**config.mk**
```make
export PLATFORM = sky130hd
export DESIGN_NAME = minirisc_core
export DESIGN_NICKNAME = d
export VERILOG_FILES = /design/src/rtl/minirisc_core.sv
export SDC_FILE = /design/constraint.sdc
export NUM_CORES = 1
export LEC_CHECK = 0
export ABC_AREA = 1
export CORE_MARGIN = 2
export CORE_UTILIZATION = 60
export DETAILED_ROUTE_END_ITERATION = 16
export PLACE_DENSITY_LB_ADDON = 0.15
export SYNTH_ARGS = -nofsm -noshare
export SYNTH_HDL_FRONTEND = slang
export SYNTH_SLANG_ARGS = --single-unit
export TNS_END_PERCENT = 100
```
**constraint.sdc**
```tcl
create_clock -name clk -period 3.8 [get_ports clk]
set_clock_uncertainty 0.2 [all_clocks]
set_input_delay 1.14 -clock clk [delete_from_list [all_inputs] [get_ports clk]]
set_output_delay 1.14 -clock clk [all_outputs]
set_load 0.02 [all_outputs]
```
**src/rtl/minirisc_core.sv**
```systemverilog
// Accumulator micro-core: LOAD/ADD/SUB/STORE/LDR, optional shift-add MUL (macro MINIRISC_MUL_EN).
// Latency: single-cycle ops visible on the accepting edge; MUL takes DATA_W cycles after acceptance.
// Backpressure: instr_ready low during reset, while ena is low, and while a MUL is iterating.
module minirisc_core #(
    parameter int DATA_W = 8,
    parameter int NREGS  = 4,
    localparam int RS_W  = $clog2(NREGS)
) (
    input  logic              clk,
    input  logic              rst_n,
    input  logic              ena,
    input  logic              instr_valid,
    output logic              instr_ready,
    input  logic [3:0]        opcode,
    input  logic [RS_W-1:0]   reg_sel,
    input  logic [DATA_W-1:0] imm,
    output logic [DATA_W-1:0] acc_out,
    output logic              flag_z,
    output logic              flag_c,
    output logic              illegal,
    output logic              store_valid,
    output logic [DATA_W-1:0] store_data
);

    localparam logic [3:0] OP_NOP   = 4'd0;
    localparam logic [3:0] OP_LOAD  = 4'd1;
    localparam logic [3:0] OP_ADD   = 4'd2;
    localparam logic [3:0] OP_SUB   = 4'd3;
    localparam logic [3:0] OP_STORE = 4'd4;
    localparam logic [3:0] OP_LDR   = 4'd5;
`ifdef MINIRISC_MUL_EN
    localparam logic [3:0] OP_MUL   = 4'd6;
    localparam logic [0:0] S_IDLE   = 1'b0;
    localparam logic [0:0] S_MUL    = 1'b1;
    localparam int         CNT_W    = $clog2(DATA_W) + 1;
`endif

    logic [DATA_W-1:0] acc;
    logic [DATA_W-1:0] regs [NREGS];
    logic [DATA_W-1:0] rs_val;
    logic [DATA_W:0]   add_res;
    logic [DATA_W:0]   sub_res;
    logic              accept;

    assign rs_val  = regs[reg_sel];
    assign add_res = {1'b0, acc} + {1'b0, rs_val};
    // The extra top bit of the widened subtraction is the unsigned borrow.
    assign sub_res = {1'b0, acc} - {1'b0, rs_val};

`ifdef MINIRISC_MUL_EN
    logic [0:0]          state;
    logic [2*DATA_W-1:0] mul_prod;
    logic [2*DATA_W-1:0] mul_mcand;
    logic [2*DATA_W-1:0] mul_sum;
    logic [DATA_W-1:0]   mul_mplr;
    logic [CNT_W-1:0]    mul_cnt;
    logic                mul_last;

    assign instr_ready = rst_n & ena & (state == S_IDLE);
    assign mul_sum     = mul_prod + (mul_mplr[0] ? mul_mcand : '0);
    assign mul_last    = (mul_cnt == CNT_W'(DATA_W - 1));
`else
    assign instr_ready = rst_n & ena;
`endif

    assign accept     = instr_valid & instr_ready;
    assign acc_out    = acc;
    assign flag_z     = (acc == '0);

    always_ff @(posedge clk or negedge rst_n) begin
        if (!rst_n) begin
            acc         <= '0;
            flag_c      <= 1'b0;
            illegal     <= 1'b0;
            store_valid <= 1'b0;
            store_data  <= '0;
            for (int i = 0; i < NREGS; i++) begin
                regs[i] <= '0;
            end
`ifdef MINIRISC_MUL_EN
            state     <= S_IDLE;
            mul_prod  <= '0;
            mul_mcand <= '0;
            mul_mplr  <= '0;
            mul_cnt   <= '0;
`endif
        end else begin
            // Strobe, not state: it drops on the next edge even if ena is low.
            store_valid <= 1'b0;
            if (accept) begin
                case (opcode)
                    OP_NOP: ;
                    OP_LOAD: acc <= imm;
                    OP_ADD: begin
                        acc    <= add_res[DATA_W-1:0];
                        flag_c <= add_res[DATA_W];
                    end
                    OP_SUB: begin
                        acc    <= sub_res[DATA_W-1:0];
                        flag_c <= sub_res[DATA_W];
                    end
                    OP_STORE: begin
                        regs[reg_sel] <= acc;
                        store_valid   <= 1'b1;
                        store_data    <= acc;
                    end
                    OP_LDR: acc <= rs_val;
`ifdef MINIRISC_MUL_EN
                    OP_MUL: begin
                        state     <= S_MUL;
                        mul_prod  <= '0;
                        mul_mcand <= {{DATA_W{1'b0}}, acc};
                        mul_mplr  <= rs_val;
                        mul_cnt   <= '0;
                    end
`endif
                    default: illegal <= 1'b1;
                endcase
            end
`ifdef MINIRISC_MUL_EN
            else if (state == S_MUL && ena) begin
                mul_prod  <= mul_sum;
                mul_mcand <= mul_mcand << 1;
                mul_mplr  <= mul_mplr >> 1;
                mul_cnt   <= mul_cnt + 1'b1;
                if (mul_last) begin
                    acc    <= mul_sum[DATA_W-1:0];
                    flag_c <= |mul_sum[2*DATA_W-1:DATA_W];
                    state  <= S_IDLE;
                end
            end
`endif
        end
    end

endmodule

```
==> reports/results.txt <==
Initial Utilization: 62.8%
max_cap viols: 0
status: finished clean
Flop pwr share: 41.2%
Worst Setup Path Type: in -> out
die area: 0.00599 mm^2
Final Util: 76.0%
gpl congestion: 0.973
Mapped Area: 0.00323 mm^2
CTS max path bufs: 2
layout cell share with drive strength beyond 1: 12.4%
Final Hold Vio Count: 0
antenna violations before repair: 0
CP Cell Sequence: clkdlybuf4s50_1, nand2_1, inv_1, clkdlybuf4s50_1
CP most frequent cell: clkdlybuf4s50_1
RSZ-0062 raised after global routing: no
row cnt: 26
Critical path buffers and inverters: 3
placed cells: 545
clk root buf: clkbuf_8
CTS hold repair buffers: 0
Post-Route WL: 8.41 mm
Filler cells: 402
worst setup margin: 0.0857 ns
CTS H-Tree Depth: 2
grt total ovfl: 0
critical path peak fanout: 2
Switch Pwr: 0.580 mW
dpl cell area: 0.00379 mm^2
first-pass GRT wire length: 14.1 mm
register bit total from synthesis: 51
Seq/Total Area, Yosys: 39.5%
Ys Warns: 0
period utilisation layout: 97.7%
Setup TNS Final: 0 ns
DRC Markers: 0
FMAX: 0.269 GHz
dpl ws: -0.0689 ns
P&R area growth vs syn: 20.9%
Setup Viol. Count Final: 0
Net Sw Frac: 37.3%
largest net degree at the start of global routing: 52
WP data required: 2.46 ns
vias in the first global route: 2980
# port buffers: 38
DR iter-0 viols: 326
Post-Syn Instances: 426
Final min period: 3.71 ns
startpoint types: input pin
Reg area: 0.00128 mm^2
TritonRoute pass-1 iters: 5
worst skew pair latency: 0.31 ns
slowest cell on the critical path: clkdlybuf4s50_1
NumNets Final: 519
TritonCTS Buffers: 5
Slew Limit Fails: 0
power per cell area: 398 mW/mm^2
Setup crit end kind: output port
wire per inst: 15.2 um
Core Box Area: 0.00514 mm^2
Die Span X: 77.4 um
combinational share of power: 36.4%
Pint: 0.974 mW
DP Wirelength: 6.13 mm
design area: 0.00391 mm^2
largest stage delay on the critical path: 0.60 ns
IO Count: 39
n_diodes: 0
DRT antenna net count: 0
CP delay by family, top: buffers and inverters
Sink Count: 51
Overall Global Routing Usage: 29.7%
Hold WS: 0.286 ns
routed vias/inst: 5.52
Peak VDD IR: 450 uV
Multi-input gate area: 0.00169 mm^2
Pwr Total: 1.55 mW
Distinct cells, synth: 28
clock network fraction of design power: 22.4%
syn avg cell area: 7.58 um^2
Pleak: 1.98 nW
Slew Limit Headroom: 56.8%
syn_nets: 463
clock slew at reported path FFs: 0.09 ns
worst path arrival time: 2.37 ns
routed via count: 3052
fin cells: 553
Worst-Margin Slew: 0.647 ns
CTS tree: done
Die H: 77.4 um
Hold Crit Class: reg -> reg
per-layer routing:
layer  vias to the layer above  routed length, um  share of wire, %  GRT usage (%)
met5                         -                  0                 0              0
met4                         0                131               1.6           9.64
met3                        19                586               7.0           5.23
met2                       136               4010                48           49.0
met1                      1409               3690                44           40.1
li1                       1488                  -                 -              -
layout by cell type (no fill, tap or decap):
cell type,count
nor3_1,1
xnor2_1,1
inv_2,5
inv_6,1
fa_1,2
buf_2,1
o21bai_1,1
nand3b_1,5
inv_1,50
nand3_1,30
nor2_4,5
nand2_1,137
o21ai_1,26
clkdlybuf4s50_1,37
ha_1,17
dfrtp_1,51
buf_4,16
nand2_2,3
o21ai_2,8
a22oi_1,4
nand2_4,5
clkbuf_8,7
buf_12,2
a21oi_1,20
nand4_2,3
nand4_1,6
o21ai_0,15
clkinvlp_4,1
nor2_1,19
nor2_2,3
o2111ai_1,1
Yosys cell counts, drive strengths merged:
library cell,instances,area share (%)
fa,2,1.2
inv,56,6.7
dfrtp,51,40
a22oi,4,0.93
clkbuf,1,0.12
o21bai,1,0.23
xnor2,1,0.27
nor2,27,4.4
buf,6,1.7
ha,17,6.6
a21oi,20,3.1
nand2,145,18
nand3,30,4.6
o21ai,49,8.5
nand4,9,2.3
o2111ai,1,0.27
nand3b,5,1.2
nor3,1,0.15
worst reg2reg max path, cell delays in order (launching register included):
cell and delay, ns:
dfrtp_1 0.39, a22oi_1 0.23, nand3_1 0.16, inv_1 0.09, ha_1 0.30, a21oi_1 0.24, nand2_1 0.14, nand2_1 0.10
nand3_1 0.07, nand3_1 0.08, nand3_1 0.09, nand2_1 0.11, nand2_1 0.05
registers in the layout (all words and copies together), names as in the netlist:
name / cells
illegal: 1
acc_out: 8
store_data: 8
flag_c: 1
store_valid: 1
regs: 32
power groups by stage:
| stage | Sequential, mW | Clock (mW) | Combinational [mW] |
|---|---|---|---|
| 2_1_floorplan | 0.677 | 0 | 0.294 |
| 3_3_place_gp | 0.649 | 0 | 0.543 |
| 3_5_place_dp | 0.649 | 0 | 0.550 |
| 4_1_cts | 0.639 | 0.351 | 0.557 |
| 5_1_grt | 0.648 | 0.369 | 0.628 |
| 6_report | 0.641 | 0.347 | 0.566 |
final cells by class:
type                            count  share of cell area, %
Timing Repair Buffer               56                   13.7
Inverter                           56                   5.51
Clock buffer                        7                   2.47
Multi-Input combinational cell    312                   43.2
Sequential cell                    51                   32.7
Clock inverter                      1                  0.192
Tap cell                           70                   2.24
path summary, 6_finish.rpt:
path	startpoint	cells past startpoint	slack (ns)	to
min reg2reg	illegal	1	0.29	illegal
min in group asynchronous	rst_n	2	0.82	regs[19]
max in group asynchronous	rst_n	2	2.14	regs[29]
min	illegal	1	0.29	illegal
max reg2reg	regs[26]	12	1.44	acc_out[5]
max	ena	4	0.09	instr_ready
what timing repair did:
item                       4_1_cts  5_1_grt
buffers inserted                 0        0
resized for setup                0        4
setup endpoints to repair        0        1
hold endpoints to repair         0        0
cell families after synthesis:
group / count (synthesis) / share of synthesized area, %
flops: 51 / 39.5
xor+xnor: 1 / 0.271
buf+inv: 63 / 8.48
simple gates: 217 / 30.8
fa+ha+maj: 19 / 7.83
compound gates: 75 / 13.1
No activity file was read; power rests on OpenSTA's default activity.
